--- src/rtl/dac_write_scheduler_if.sv ---
// Host-side queue controls, FIFO status and DAC driver strobe for dac_write_scheduler.
interface dac_write_scheduler_if #(
  parameter int unsigned WIDTH      = 16,
  parameter int unsigned DEPTH_LOG2 = 4
);
  logic [WIDTH-1:0]    host_data;
  logic                host_wr;
  logic                flush;
  logic                full;
  logic                empty;
  logic [DEPTH_LOG2:0] level;
  logic                overflow;
  logic                busy;
  logic [WIDTH-1:0]    dac_din;
  logic                dac_wr_en;

  modport master (
    output host_data, host_wr, flush,
    input  full, empty, level, overflow, busy, dac_din, dac_wr_en
  );

  modport slave (
    input  host_data, host_wr, flush,
    output full, empty, level, overflow, busy, dac_din, dac_wr_en
  );
endinterface

--- src/rtl/dac_write_scheduler.sv ---
// Paced write queue: buffers host DAC words and strobes them to the serial driver
// no more often than once every SPACING cycles, so a frame is never interrupted.
module dac_write_scheduler #(
  parameter int unsigned WIDTH      = 16,
  parameter int unsigned DEPTH_LOG2 = 4,
  parameter int unsigned SPACING    = 40
) (
  input logic                  clk,
  input logic                  rst,
  dac_write_scheduler_if.slave bus
);

  localparam int unsigned DEPTH = 1 << DEPTH_LOG2;
  localparam int unsigned AW    = DEPTH_LOG2;
  localparam int unsigned LW    = DEPTH_LOG2 + 1;
  localparam int unsigned CNT_W = 16;

  typedef enum logic {
    S_IDLE,
    S_WAIT
  } state_t;

  logic [WIDTH-1:0] mem [DEPTH];
  logic [AW-1:0]    wptr;
  logic [AW-1:0]    rptr;
  logic [LW-1:0]    count;
  logic [CNT_W-1:0] gap;
  state_t           state;

  logic             full;
  logic             empty;
  logic             overflow;
  logic             busy;
  logic [WIDTH-1:0] dac_din;
  logic             dac_wr_en;

  logic             push_c;
  logic             pop_c;
  logic             avail_c;
  logic             gap_done_c;
  logic             drop_c;
  logic [LW-1:0]    count_next_c;
  state_t           state_next_c;

  // Flush wins over everything in its cycle: no push, no pop.
  always_comb begin
    push_c       = 1'b0;
    pop_c        = 1'b0;
    avail_c      = 1'b0;
    gap_done_c   = 1'b0;
    drop_c       = 1'b0;
    count_next_c = count;
    state_next_c = state;

    avail_c    = !empty && !bus.flush;
    gap_done_c = (gap == '0);
    push_c     = bus.host_wr && !full && !bus.flush;
    drop_c     = bus.host_wr && full && !bus.flush;
    pop_c      = avail_c && ((state == S_IDLE) || gap_done_c);

    if (bus.flush) begin
      count_next_c = '0;
    end else begin
      count_next_c = count + LW'(push_c) - LW'(pop_c);
    end

    case (state)
      S_IDLE:  if (avail_c) state_next_c = S_WAIT;
      S_WAIT:  if (gap_done_c && !avail_c) state_next_c = S_IDLE;
      default: state_next_c = S_IDLE;
    endcase
  end

  // Gap counter keeps running through a flush so spacing survives it.
  always_ff @(posedge clk) begin
    if (rst) begin
      state     <= S_IDLE;
      wptr      <= '0;
      rptr      <= '0;
      count     <= '0;
      gap       <= '0;
      full      <= 1'b0;
      empty     <= 1'b1;
      overflow  <= 1'b0;
      busy      <= 1'b0;
      dac_din   <= '0;
      dac_wr_en <= 1'b0;
    end else begin
      state     <= state_next_c;
      count     <= count_next_c;
      full      <= (count_next_c == LW'(DEPTH));
      empty     <= (count_next_c == '0);
      busy      <= (state_next_c != S_IDLE) || (count_next_c != '0);
      dac_wr_en <= pop_c;

      if (bus.flush) begin
        wptr <= '0;
        rptr <= '0;
      end else begin
        if (push_c) wptr <= wptr + AW'(1);
        if (pop_c)  rptr <= rptr + AW'(1);
      end

      if (pop_c) begin
        dac_din <= mem[rptr];
        gap     <= CNT_W'(SPACING - 1);
      end else if ((state == S_WAIT) && !gap_done_c) begin
        gap <= gap - CNT_W'(1);
      end

      if (drop_c) overflow <= 1'b1;
    end
  end

  always_ff @(posedge clk) begin
    if (push_c) mem[wptr] <= bus.host_data;
  end

  assign bus.full      = full;
  assign bus.empty     = empty;
  assign bus.level     = count;
  assign bus.overflow  = overflow;
  assign bus.busy      = busy;
  assign bus.dac_din   = dac_din;
  assign bus.dac_wr_en = dac_wr_en;

endmodule

--- src/flat_wrapper.sv ---
// flat-port wrapper written by rule: the top's interface ports become plain ports
module dac_write_scheduler_flat 
#(
  parameter int unsigned WIDTH      = 16,
  parameter int unsigned DEPTH_LOG2 = 4,
  parameter int unsigned SPACING    = 40
)
  (clk, rst, bus_host_data, bus_host_wr, bus_flush, bus_full, bus_empty, bus_level, bus_overflow, bus_busy, bus_dac_din, bus_dac_wr_en);
  dac_write_scheduler_if #(.WIDTH(WIDTH), .DEPTH_LOG2(DEPTH_LOG2)) bus_i ();
  input logic clk;
  input logic rst;
  input wire logic [$bits(bus_i.host_data)-1:0] bus_host_data;
  input wire logic [$bits(bus_i.host_wr)-1:0] bus_host_wr;
  input wire logic [$bits(bus_i.flush)-1:0] bus_flush;
  output wire logic [$bits(bus_i.full)-1:0] bus_full;
  output wire logic [$bits(bus_i.empty)-1:0] bus_empty;
  output wire logic [$bits(bus_i.level)-1:0] bus_level;
  output wire logic [$bits(bus_i.overflow)-1:0] bus_overflow;
  output wire logic [$bits(bus_i.busy)-1:0] bus_busy;
  output wire logic [$bits(bus_i.dac_din)-1:0] bus_dac_din;
  output wire logic [$bits(bus_i.dac_wr_en)-1:0] bus_dac_wr_en;
  assign bus_i.host_data = bus_host_data;
  assign bus_i.host_wr = bus_host_wr;
  assign bus_i.flush = bus_flush;
  assign bus_full = bus_i.full;
  assign bus_empty = bus_i.empty;
  assign bus_level = bus_i.level;
  assign bus_overflow = bus_i.overflow;
  assign bus_busy = bus_i.busy;
  assign bus_dac_din = bus_i.dac_din;
  assign bus_dac_wr_en = bus_i.dac_wr_en;
  dac_write_scheduler #(.WIDTH(WIDTH), .DEPTH_LOG2(DEPTH_LOG2), .SPACING(SPACING)) u_core (.clk(clk), .rst(rst), .bus(bus_i));
endmodule
--- config.mk ---
export PLATFORM = sky130hd
export DESIGN_NAME = dac_write_scheduler_flat
export DESIGN_NICKNAME = d
export VERILOG_FILES = /design/src/rtl/dac_write_scheduler_if.sv /design/src/rtl/dac_write_scheduler.sv /design/src/flat_wrapper.sv
export SDC_FILE = /design/constraint.sdc
export NUM_CORES = 1
export LEC_CHECK = 0
export ABC_AREA = 0
export CORE_ASPECT_RATIO = 0.75
export CORE_MARGIN = 1
export CORE_UTILIZATION = 35
export CTS_CLUSTER_SIZE = 28
export DETAILED_ROUTE_END_ITERATION = 8
export GPL_TIMING_DRIVEN = 0
export PLACE_DENSITY = 0.52
export SLEW_MARGIN = 15
export SYNTH_ARGS = -nofsm -noshare
export SYNTH_HDL_FRONTEND = slang
export SYNTH_SLANG_ARGS = --single-unit
--- constraint.sdc ---
create_clock -name clk -period 5.3 [get_ports clk]
set_clock_uncertainty 0.2 [all_clocks]
set_input_delay 1.59 -clock clk [delete_from_list [all_inputs] [get_ports clk]]
set_output_delay 1.59 -clock clk [all_outputs]
set_load 0.02 [all_outputs]
== Word level (Yosys, flattened, before mapping) ==
Memory sizes are Yosys's and may differ from the RTL's. A register that Yosys moved wholly into a read port is not among the register bits.
Index checks and enable logic that the tools add are counted.
Storage, ports and cells
  bits in registers: 35
  bits in writable memories: 256
  bits of input ports: 20
  output and inout port bits: 26
  word-level logic and storage cells: 48
  memories kept: 1
Operators by class
  add/subtract/negate cells: 5
  equal/unequal tests: 1
  muxes and demuxes: 8
  bitwise operators: 1
  reduce and logical (&&, ||, !) cells: 21
Memory list
  u_core.mem: words 16, width 16, rd ports 1, clocked after memory_dff 1, write ports 1, RTL line dac_write_scheduler.sv:23  | logic [WIDTH-1:0] mem [DEPTH];
Operators with widths (count)
  16-bit zero test: 1
  16-bit by 1-bit subtractor with 16-bit output (second input constant): 1
  6-bit 2-to-1 mux: 2
  4-bit by 1-bit adder with 4-bit output (second input constant): 2
  1-bit logical AND: 8
  5-bit by 1-bit adder with 5-bit output: 1
  5-bit == test (second input constant): 1
  1-bit zero test: 5
  5-bit zero test: 1
  5-bit 2-to-1 mux: 1
  5-bit nonzero test: 1
  5-bit by 1-bit subtractor with 5-bit output: 1
  1-bit 2-to-1 mux: 4
  2-bit OR reduction: 2
  1-bit logical OR: 2
  1-bit case mux with 2 select lines: 1
  2-bit nonzero test: 1
  1-bit inverter: 1

== Depth between registers and ports, before layout ==
  depth after elaboration: 8
  depth in mapped cells: 17
  depth with buffers taken out: 16

== Worst setup path after synthesis ==
OpenSTA, ideal clock, no wires.
  kind: input-to-reg
  start point: input port bus_flush
  end point: register u_core.busy (netlist: u_core.bus.busy)
  library setup time: 91 ps
  arrival: 3827 ps
  required time: 5009 ps
  path slack: 1182 ps
  stages: 12
  buffers on the path: 1
  path through: or2_2 > clkbuf_1 > nor2_1 > ha_1 > inv_1 > ha_1 > inv_1 > fa_1 > xor2_1 > and3_1 > and3_1 > a311oi_1
On the way
  word-level cells in the longest chain between the ends: 7
  elaborated cells between the ends (all ways): 14
  classes of those cells: add/sub (2); mux (4); reduce/logical (8)
RTL lines
  start: declaration: RTL line flat_wrapper.sv:14  | input wire logic [$bits(bus_i.flush)-1:0] bus_flush;
  1-bit zero test: RTL line dac_write_scheduler.sv:55  | avail_c = !empty && !bus.flush;
  1-bit logical AND: RTL line dac_write_scheduler.sv:55
  1-bit logical AND: RTL line dac_write_scheduler.sv:59  | pop_c = avail_c && ((state == S_IDLE) || gap_done_c);
  named net u_core.pop_c: RTL line dac_write_scheduler.sv:38  | logic pop_c;
  5-bit by 1-bit subtractor with 5-bit output: RTL line dac_write_scheduler.sv:64  | count_next_c = count + LW'(push_c) - LW'(pop_c);
  5-bit 2-to-1 mux: RTL line dac_write_scheduler.sv:61  | if (bus.flush) begin
  5-bit nonzero test: RTL line dac_write_scheduler.sv:93  | busy <= (state_next_c != S_IDLE) || (count_next_c != '0);
  1-bit logical OR: RTL line dac_write_scheduler.sv:93
  end signal: assignment: RTL line dac_write_scheduler.sv:93
  end: declaration: RTL line dac_write_scheduler.sv:33  | logic busy;
The timed path passes the listed nets, and every way through them passes these cells.
A chain may end at the register's enable or synchronous reset.

== Worst setup path after layout ==
Ends and elaborated chain as after synthesis.

==> results.toml <==
[route]
first_pass_iters = 5
drt-total-wl_mm = 28.19
ant_nets = 0
drtIter0Drc = 392
routedWlPerCell_um = 22.87
dr_total_vias = 6325
viasPerCell = 5.130
route.detailed.drc = 0

[global_routing]
antenna_found_initial = 0
top_usage_layer = "met2"
grt_max_degree = 17
grt_pass1_vias = 6629
gr-total-overflow = 0
grt_use_total_pct = 16.46
grtUsageMet3_pct = 3.305
grtUsageMet1_pct = 22.83
grt_use_met2_pct = 26.85
grt_pass1_wl_mm = 42.13

[flow_run]
cap_violations = 0

[layout]
drive_gt1_share_pct = 20.69
nNetsFinal = 793
areaGrowthSynthToFinish_pct = 19.43
utilization_pct = 42.64
fillers = 2931
stdcell_area_um2 = 14330
ff_latch_area_um2 = 8708
diodes = 0
multiInputGateArea_um2 = 3136

[floorplanning]
die_area_um2 = 35030
die_w_um = 215.8
fp.coreArea_um2 = 33600
rows = 58
start_util_pct = 35.70
dieHeight_um = 162.3
ios = 46

[sta]
tightest_slew_ns = 1.135
rsz0062_at_grt = "false"
setup_violations = 0
finalCritPeriodShare_pct = 82.54
fin_crit_ns = 4.374
hold_viol = 0
drv_slew = 0
relSlewSlack_pct = 24.36
fmax_mhz = 228.6

[placed_design]
dp_hpwl_mm = 18.72
place.gp.congestion = 0.7314
postPlaceCellArea_um2 = 13300
io_buffers = 45

[clock_tree]
clockBufferDepth = 3
ctsResizeCount = 0
cts_setup_buffers = 0
cts-root-buf = "clkbuf_16"
clock_latency_ns = 0.56
cts_buffers = 31
ctsHtreeMaxLevel = 1
path_clk_slew_ns = 0.06
hold_buffers = 0
clkSinkCount = 307
cts_tree = "built"

[yosys]
async_flop_share_pct = 0
synth_cell_types = 46
syn-instance-count = 664
seq_area_frac_synth_pct = 72.59
avgSynthCellArea_um2 = 18.07
syn_nets = 697
syn_area_um2 = 12000
ys_warn_count = 0
synthFlopType = "edfxtp_1"
ys_ff_latch = 307
synth_edf_count = 256

[setup_path]
timing.rr.start = "u_core.gap[7]"
cp_max_fo = 10
crit_type = "in2reg"
endpoint_kind = "flop"
cp.arrival_ns = 4.65
rr_worst_depth = 15
crit_start = "bus_flush"
reg2reg_to = "u_core.bus.busy"
crit_required_ns = 5.58
crit_end = "u_core.bus.busy"
start_kind = "input port"
rrSetupSlack_ns = 1.15

[status]
outcome = "complete, no violations"

[hold_path]
hold_path_class = "reg2reg"

[power]
powerDensity_nw_per_um2 = 375.1
vdd_drop_max_mv = 0.2847
p_leak_nw = 4.452
==> worst max-delay path, stage by stage <==
cell,delay (ns)
clkdlybuf4s50_1,0.47
or2_2,0.37
clkbuf_1,0.24
nor2_1,0.18
ha_1,0.24
inv_1,0.06
ha_1,0.18
inv_1,0.07
fa_1,0.40
xor2_1,0.19
and3_1,0.22
and3_1,0.19
a311oi_1,0.24
==> final cells by class <==
type                            instances  share of cell area, %
Clock buffer                           37                  5.641
Sequential cell                       307                  60.78
Tap cell                              450                  3.930
Timing Repair Buffer                   63                  4.768
Buffer                                 36                  1.065
Multi-Input combinational cell        305                  21.88
Inverter                               16                 0.4192
Clock inverter                         19                  1.511
==> metrics by stage <==
stage	hold WS [ns]	total power [mW]	instances	setup TNS, ns	setup slack, ns
2_1_floorplan	0.2453	3.038	664	0	1.182
3_3_place_gp	0.2525	3.195	1159	-61.18	-0.9461
3_5_place_dp	0.2607	3.221	1177	0	0.3645
4_1_cts	0.2778	5.430	1233	0	0.9580
5_1_grt	0.2830	5.568	1233	0	0.7558
6_report	0.2728	5.374	1233	0	0.9256
==> layout by cell type (no fill, tap or decap), types with 6 or more instances in the layout <==
cell               n
a22o_1            16
nor3_1             7
nor2b_1           17
nand2_1            8
inv_1             16
a21oi_1           28
xnor2_1            8
ha_1              12
or4_1              6
a211oi_1          19
buf_6              7
clkbuf_1          28
mux2i_1           16
buf_8             10
clkdlybuf4s50_1   45
buf_1              6
edfxtp_1         256
nor2_1            29
xor2_1             7
dfxtp_1           51
clkbuf_16         31
mux4_2            64
nor2_2            10
==> cell families (layout without fill, tap and decap cells) <==
group                      count (synthesis)  count (layout)  synth area share [%]
xor gates and xnor gates                  15              15                 1.095
buffers and inverters                     52             171                 1.773
AOI/OAI and AO/OA                         85              85                 4.902
muxes                                     80              80                 13.35
DFF                                      307             307                 72.59
and+or+nand+nor                          112             112                 4.871
adders and majority gates                 13              13                 1.418
==> power breakdown <==
| part | leakage, nW | total, mW | switching [mW] | internal [mW] |
|---|---|---|---|---|
| Clock | 0.493 | 2.21 | 0.924 | 1.28 |
| Combinational | 1.24 | 0.472 | 0.272 | 0.200 |
| Sequential | 2.72 | 2.69 | 0.0338 | 2.66 |
==> registers in the layout, summed over array words and instances (netlist names) <==
| register | flops |
|---|---|
| u_core.wptr | 4 |
| u_core.bus.busy | 1 |
| u_core.gap | 16 |
| u_core.rptr | 4 |
| u_core.bus.empty | 1 |
| u_core.bus.full | 1 |
| u_core.bus.dac_wr_en | 1 |
| u_core.bus.dac_din | 16 |
| u_core.bus.overflow | 1 |
| u_core.state | 1 |
| u_core.mem | 256 |
| u_core.bus.level | 5 |
==> how the worst min path moves through the flow <==
stage / startpoint / endpoint / slack (ns) / cells after the start
after CTS: u_core.bus.overflow / u_core.bus.overflow / 0.28 / 2
final: u_core.bus.overflow / u_core.bus.overflow / 0.27 / 2
after global routing: u_core.bus.dac_din[14] / u_core.bus.dac_din[14] / 0.28 / 1
after global placement: u_core.bus.overflow / u_core.bus.overflow / 0.25 / 2
after floorplan: u_core.gap[11] / u_core.gap[11] / 0.25 / 2
after detailed placement: u_core.bus.overflow / u_core.bus.overflow / 0.26 / 2
==> synthesized netlist by cell type, drive strengths merged (7+ instances only) <==
library cell,number,share of area [%]
clkbuf,23,0.72
a211oi,19,1.2
xnor2,8,0.58
mux4,64,12
or4,7,0.47
ha,12,1.3
nor2b,17,0.89
nor2,41,1.3
xor2,7,0.51
mux2i,16,1.3
a22o,16,1.2
nor3,12,0.59
edfxtp,256,64
buf,13,0.55
inv,16,0.50
a21oi,28,1.2
nand2,8,0.25
dfxtp,51,8.5
==> layer usage <==
layer	vias up	share of wire [%]
met5	-	0
met4	0	2.0
met3	41	5.4
met2	160	47
met1	3283	45
li1	2841	-
Note: power is estimated with default switching activity, not from simulation.
==> edit 1: new RTL, config.mk and constraints unchanged <==
`WIDTH` is set to 16 in 3 places; all go to 14.
--- a/src/rtl/dac_write_scheduler_if.sv
+++ b/src/rtl/dac_write_scheduler_if.sv
@@ -1,5 +1,5 @@
 // Host-side queue controls, FIFO status and DAC driver strobe for dac_write_scheduler.
 interface dac_write_scheduler_if #(
-  parameter int unsigned WIDTH      = 16,
+  parameter int unsigned WIDTH      = 14,
   parameter int unsigned DEPTH_LOG2 = 4
 );
--- a/src/rtl/dac_write_scheduler.sv
+++ b/src/rtl/dac_write_scheduler.sv
@@ -2,5 +2,5 @@
 // no more often than once every SPACING cycles, so a frame is never interrupted.
 module dac_write_scheduler #(
-  parameter int unsigned WIDTH      = 16,
+  parameter int unsigned WIDTH      = 14,
   parameter int unsigned DEPTH_LOG2 = 4,
   parameter int unsigned SPACING    = 40
--- a/src/flat_wrapper.sv
+++ b/src/flat_wrapper.sv
@@ -2,5 +2,5 @@
 module dac_write_scheduler_flat 
 #(
-  parameter int unsigned WIDTH      = 16,
+  parameter int unsigned WIDTH      = 14,
   parameter int unsigned DEPTH_LOG2 = 4,
   parameter int unsigned SPACING    = 40
Interface: changed (resized bus_dac_din and bus_host_data); port bits go from 46 to 42. The function was not compared with the original's and may differ.
==> edit 1 against the original RTL <==
Setup slack lost 0.40 ns. Cell count shrank 10%. Register-to-register slack gained 0.39 ns. Sequential cell count shrank 34. Area after synthesis shrank 9.1%. Core utilization grew 0.17 points. First-iteration DRC count shrank 5.6%. Sequential share of layout area shrank 1.6 points. Design area shrank 9.1%. Wire length shrank 15%. Highest routed layer is now met5.
Power is not compared: it rests on default switching activity, and its combinational part moved more than twofold at a synthesized area within 25%.
==> edit 1: results <==
export IMPL_dr_pass1_iters=4
export IMPL_wl_microns=23900
export IMPL_p_leak_nw=4.19
export IMPL_reg2regPathDepth=14
export IMPL_rr_startpoint="u_core.gap[0]"
export IMPL_antenna_found_initial=1
export IMPL_drive_gt1_share_pct=21.8
export IMPL_route_top_layer_used="met5"
export IMPL_dr_wl_met3_microns=1150
export IMPL_crit_slowest_cell="clkdlybuf4s50_1"
export IMPL_io_buffers=41
export IMPL_clk_latency_ns=0.53
export IMPL_gp_routability_congestion=0.759
export IMPL_vias=5723
export IMPL_hold_end="u_core.bus.dac_din[10]"
export IMPL_synth_area_leaders="edfxtp_1, mux4_2, dfxtp_1, mux4_1, mux2i_1"
export IMPL_yosys_top_cells_count="edfxtp_1, dfxtp_1, mux4_2"
export IMPL_use_met2_pct=23.2
export IMPL_grt_use_met1_pct=23.2
export IMPL_nNetsFinal=721
export IMPL_clock_fmax_mhz=209
export IMPL_status="complete, no violations"
export IMPL_synth_edf_count=224
export IMPL_p_clk_w=0.00204
export IMPL_synth_nets=635
export IMPL_gr_usage_all_layers_pct=15.5
export IMPL_cp_top_family="simple AND/OR/NAND/NOR gates"
export IMPL_post_dp_hpwl_microns=16300
export IMPL_rrSetupSlack_ns=1.54
export IMPL_grt_pass1_vias=5918
export IMPL_cts_buffers=27
export IMPL_met3_usage_pct=3.23
export IMPL_slowest_delay_ns=0.56
export IMPL_hp_start="u_core.bus.dac_din[10]"
export IMPL_wl_met2_microns=10700
export IMPL_ys_flop_type="edfxtp_1"
export IMPL_dr_first_iter_drc_count=370
export IMPL_worstPathArrival_ns=5.02
export IMPL_placed_area_sq_um=12100
export IMPL_hold_slack_ns=0.283
export IMPL_n_fill_cell=2693
export IMPL_yosysUniqueCellTypes=55
export IMPL_seq_area_frac_synth_pct=70.6
export IMPL_hold_depth=1
export IMPL_clock_root_buffer="clkbuf_16"
export IMPL_wl_met1_microns=11600
export IMPL_cp_endpoint="u_core.bus.full"
export IMPL_tightest_slew_ns=0.906
export IMPL_cts_resized=0
export IMPL_async_reset_ff_share_pct=0
export IMPL_reg_top3="u_core.mem: 224 flops, u_core.gap: 16 flops, u_core.bus.dac_din: 14 flops"
export IMPL_dp_slack_ns=-0.0420
export IMPL_grt_pass1_wl_microns=36500
export IMPL_crit_fanout=9
[edit 1: per-stage QoR]
step	instances	power, W
after floorplan	604	0.00317
after global placement	1044	0.00345
after detailed placement	1060	0.00348
after CTS	1109	0.00553
after global routing	1109	0.00570
final	1109	0.00547
[edit 1: area by class of cell]
type / count / area [sq um] / share of cell area (%)
Multi-Input combinational cell: 290 / 3000 / 23.0
Timing Repair Buffer: 57 / 621 / 4.77
Inverter: 13 / 48.8 / 0.375
Clock buffer: 37 / 733 / 5.63
Tap cell: 399 / 499 / 3.83
Clock inverter: 12 / 209 / 1.60
Buffer: 28 / 204 / 1.57
Sequential cell: 273 / 7710 / 59.2
[edit 1: cell families (layout without fill, tap and decap cells)]
logic type	Yosys count	in the layout	share of synthesized area, %
mux	73	73	13.4
xor+xnor	18	18	1.44
simple gates	120	120	6.10
buf+inv	41	147	2.32
flops	273	273	70.6
fa+ha+maj	13	13	1.56
compound gates	66	66	4.54
==> edit 2: new RTL, same flow settings <==
Made on the original files. Make the reset (`rst`) asynchronous in one clocked block.
--- a/src/rtl/dac_write_scheduler.sv
+++ b/src/rtl/dac_write_scheduler.sv
@@ -73,5 +73,5 @@
 
   // Gap counter keeps running through a flush so spacing survives it.
-  always_ff @(posedge clk) begin
+  always_ff @(posedge clk or posedge rst) begin
     if (rst) begin
       state     <= S_IDLE;
Formal check against the unedited RTL: differs if rst is asserted again (counterexample within 4 cycles, from zero or initial values and one cycle with rst high); with rst held inactive, the same outputs for 10 cycles.
==> edit 2 against the original RTL <==
Wire length shrank 1.7%. Area after synthesis is 0.68% higher. Largest power group unchanged. Combinational power grew 34%. Sequential cell count unchanged. Design area grew 0.23%. Setup slack got worse by 0.30 ns. Power rose by 6.0%. Global-route usage shrank 0.093 points. Cell count shrank 1.4%. Fmax down 6.4%. Count of clock-buffer cells in the layout is 10 higher. Non-clock buffer count down 11. Core utilization down 0.087 points. Critical endpoint is now u_core.bus.full. First-iteration DRC count increased by 57%.
==> edit 2: results <==
export IMPL_yosysUniqueCellTypes=52
export IMPL_wire_per_inst_microns=22.8
export IMPL_drive_gt1_share_pct=20.8
export IMPL_grt_pass1_vias=6703
export IMPL_gr_usage_all_layers_pct=16.4
export IMPL_slowest_delay_ns=0.50
export IMPL_grt_start_max_net_pins=52
export IMPL_seq_area_frac_synth_pct=74.2
export IMPL_ys_flop_type="edfxtp_1"
export IMPL_n_fill_cell=2954
export IMPL_reg2regPathDepth=16
export IMPL_gp_routability_congestion=0.803
export IMPL_htree_levels=2
export IMPL_crit_fanout=19
export IMPL_status="complete, no violations"
export IMPL_grt_pass1_wl_microns=41700
export IMPL_slew_headroom_pct=28.8
export IMPL_worstPathArrival_ns=4.89
export IMPL_cts_buffers=34
export IMPL_reg_top3="u_core.mem: 256 flops, u_core.bus.dac_din: 16 flops, u_core.gap: 16 flops"
export IMPL_async_reset_ff_share_pct=16.6
export IMPL_post_dp_hpwl_microns=18300
export IMPL_via_per_inst=5.17
export IMPL_nNetsFinal=773
export IMPL_ir_worst_vdd_mv=0.292
export IMPL_p_leak_nw=4.76
export IMPL_dp_slack_ns=-0.425
export IMPL_synth_area_leaders="edfxtp_1, mux4_2, dfrtp_1, a22oi_1, nor2_1"
export IMPL_internal_power_w=0.00435
export IMPL_hold_depth=1
export IMPL_dr_pass1_iters=4
export IMPL_synth_nets=681
export IMPL_dr_first_iter_drc_count=614
edit 2: kinds of logic (layout without fill, tap and decap cells):
logic type,after synthesis,after routing,share of synthesized area (%)
buffers and inverters,51,167,1.68
adders and majority gates,11,11,1.20
muxes,66,66,12.1
AOI/OAI and AO/OA,102,102,5.76
xor gates and xnor gates,9,9,0.653
and+or+nand+nor,104,104,4.37
DFF,307,307,74.2
edit 2: area by class of cell:
class | instances | area share [%]
Inverter | 19 | 0.514
Multi-Input combinational cell | 292 | 20.7
Tap cell | 450 | 3.92
Buffer | 31 | 0.897
Clock inverter | 13 | 0.462
Sequential cell | 307 | 62.4
Clock buffer | 47 | 6.78
Timing Repair Buffer | 57 | 4.31
edit 2: through the flow:
step,total power [W],TNS [ns],instances,instance area (sq um),util (%)
2_1_floorplan,0.00329,0,650,12100,-
3_3_place_gp,0.00354,-14.55,1145,13100,38.8
3_5_place_dp,0.00358,-1.30,1157,13300,39.5
4_1_cts,0.00576,0,1217,14400,42.6
5_1_grt,0.00593,0,1216,14400,42.6
6_report,0.00570,0,1216,14400,42.6
edit 2: path summary, 6_finish.rpt:
path | startpoint | endpoint | slack, ns
worst max-delay path | bus_flush | u_core.bus.full | 0.63
worst min-delay path | u_core.bus.dac_din[1] | u_core.bus.dac_din[1] | 0.28
worst max register to register | u_core.gap[0] | u_core.bus.full | 1.25
worst min register to register | u_core.bus.dac_din[1] | u_core.bus.dac_din[1] | 0.28
max in group asynchronous | rst | u_core.bus.dac_din[11] | 3.05
min in group asynchronous | rst | u_core.wptr[1] | 1.36
edit 2: power by group through the flow:
stage	logic, W	clock network (W)	registers, W
3_3_place_gp	0.000605	0	0.00293
5_1_grt	0.000697	0.00232	0.00291
3_5_place_dp	0.000641	0	0.00294
6_report	0.000633	0.00217	0.00289
4_1_cts	0.000642	0.00223	0.00289
2_1_floorplan	0.000301	0	0.00299
edit 2: per-layer routing:
metal  up-vias  wire (microns)  track usage [%]
li1       2809               -                -
met1      3289           12500             22.0
met2       152           13600             27.6
met3        36            1160             2.76
met4         0             491             4.32
met5         -               0                0
edit 2: worst reg2reg max path, delay by kind of cell, from the launching register on:
family | cells | cell delay [ns]
and+or+nand+nor | 8 | 1.45
adders and majority gates | 3 | 0.81
buffers and inverters | 3 | 0.69
DFF | 1 | 0.37
AOI/OAI and AO/OA | 2 | 0.44
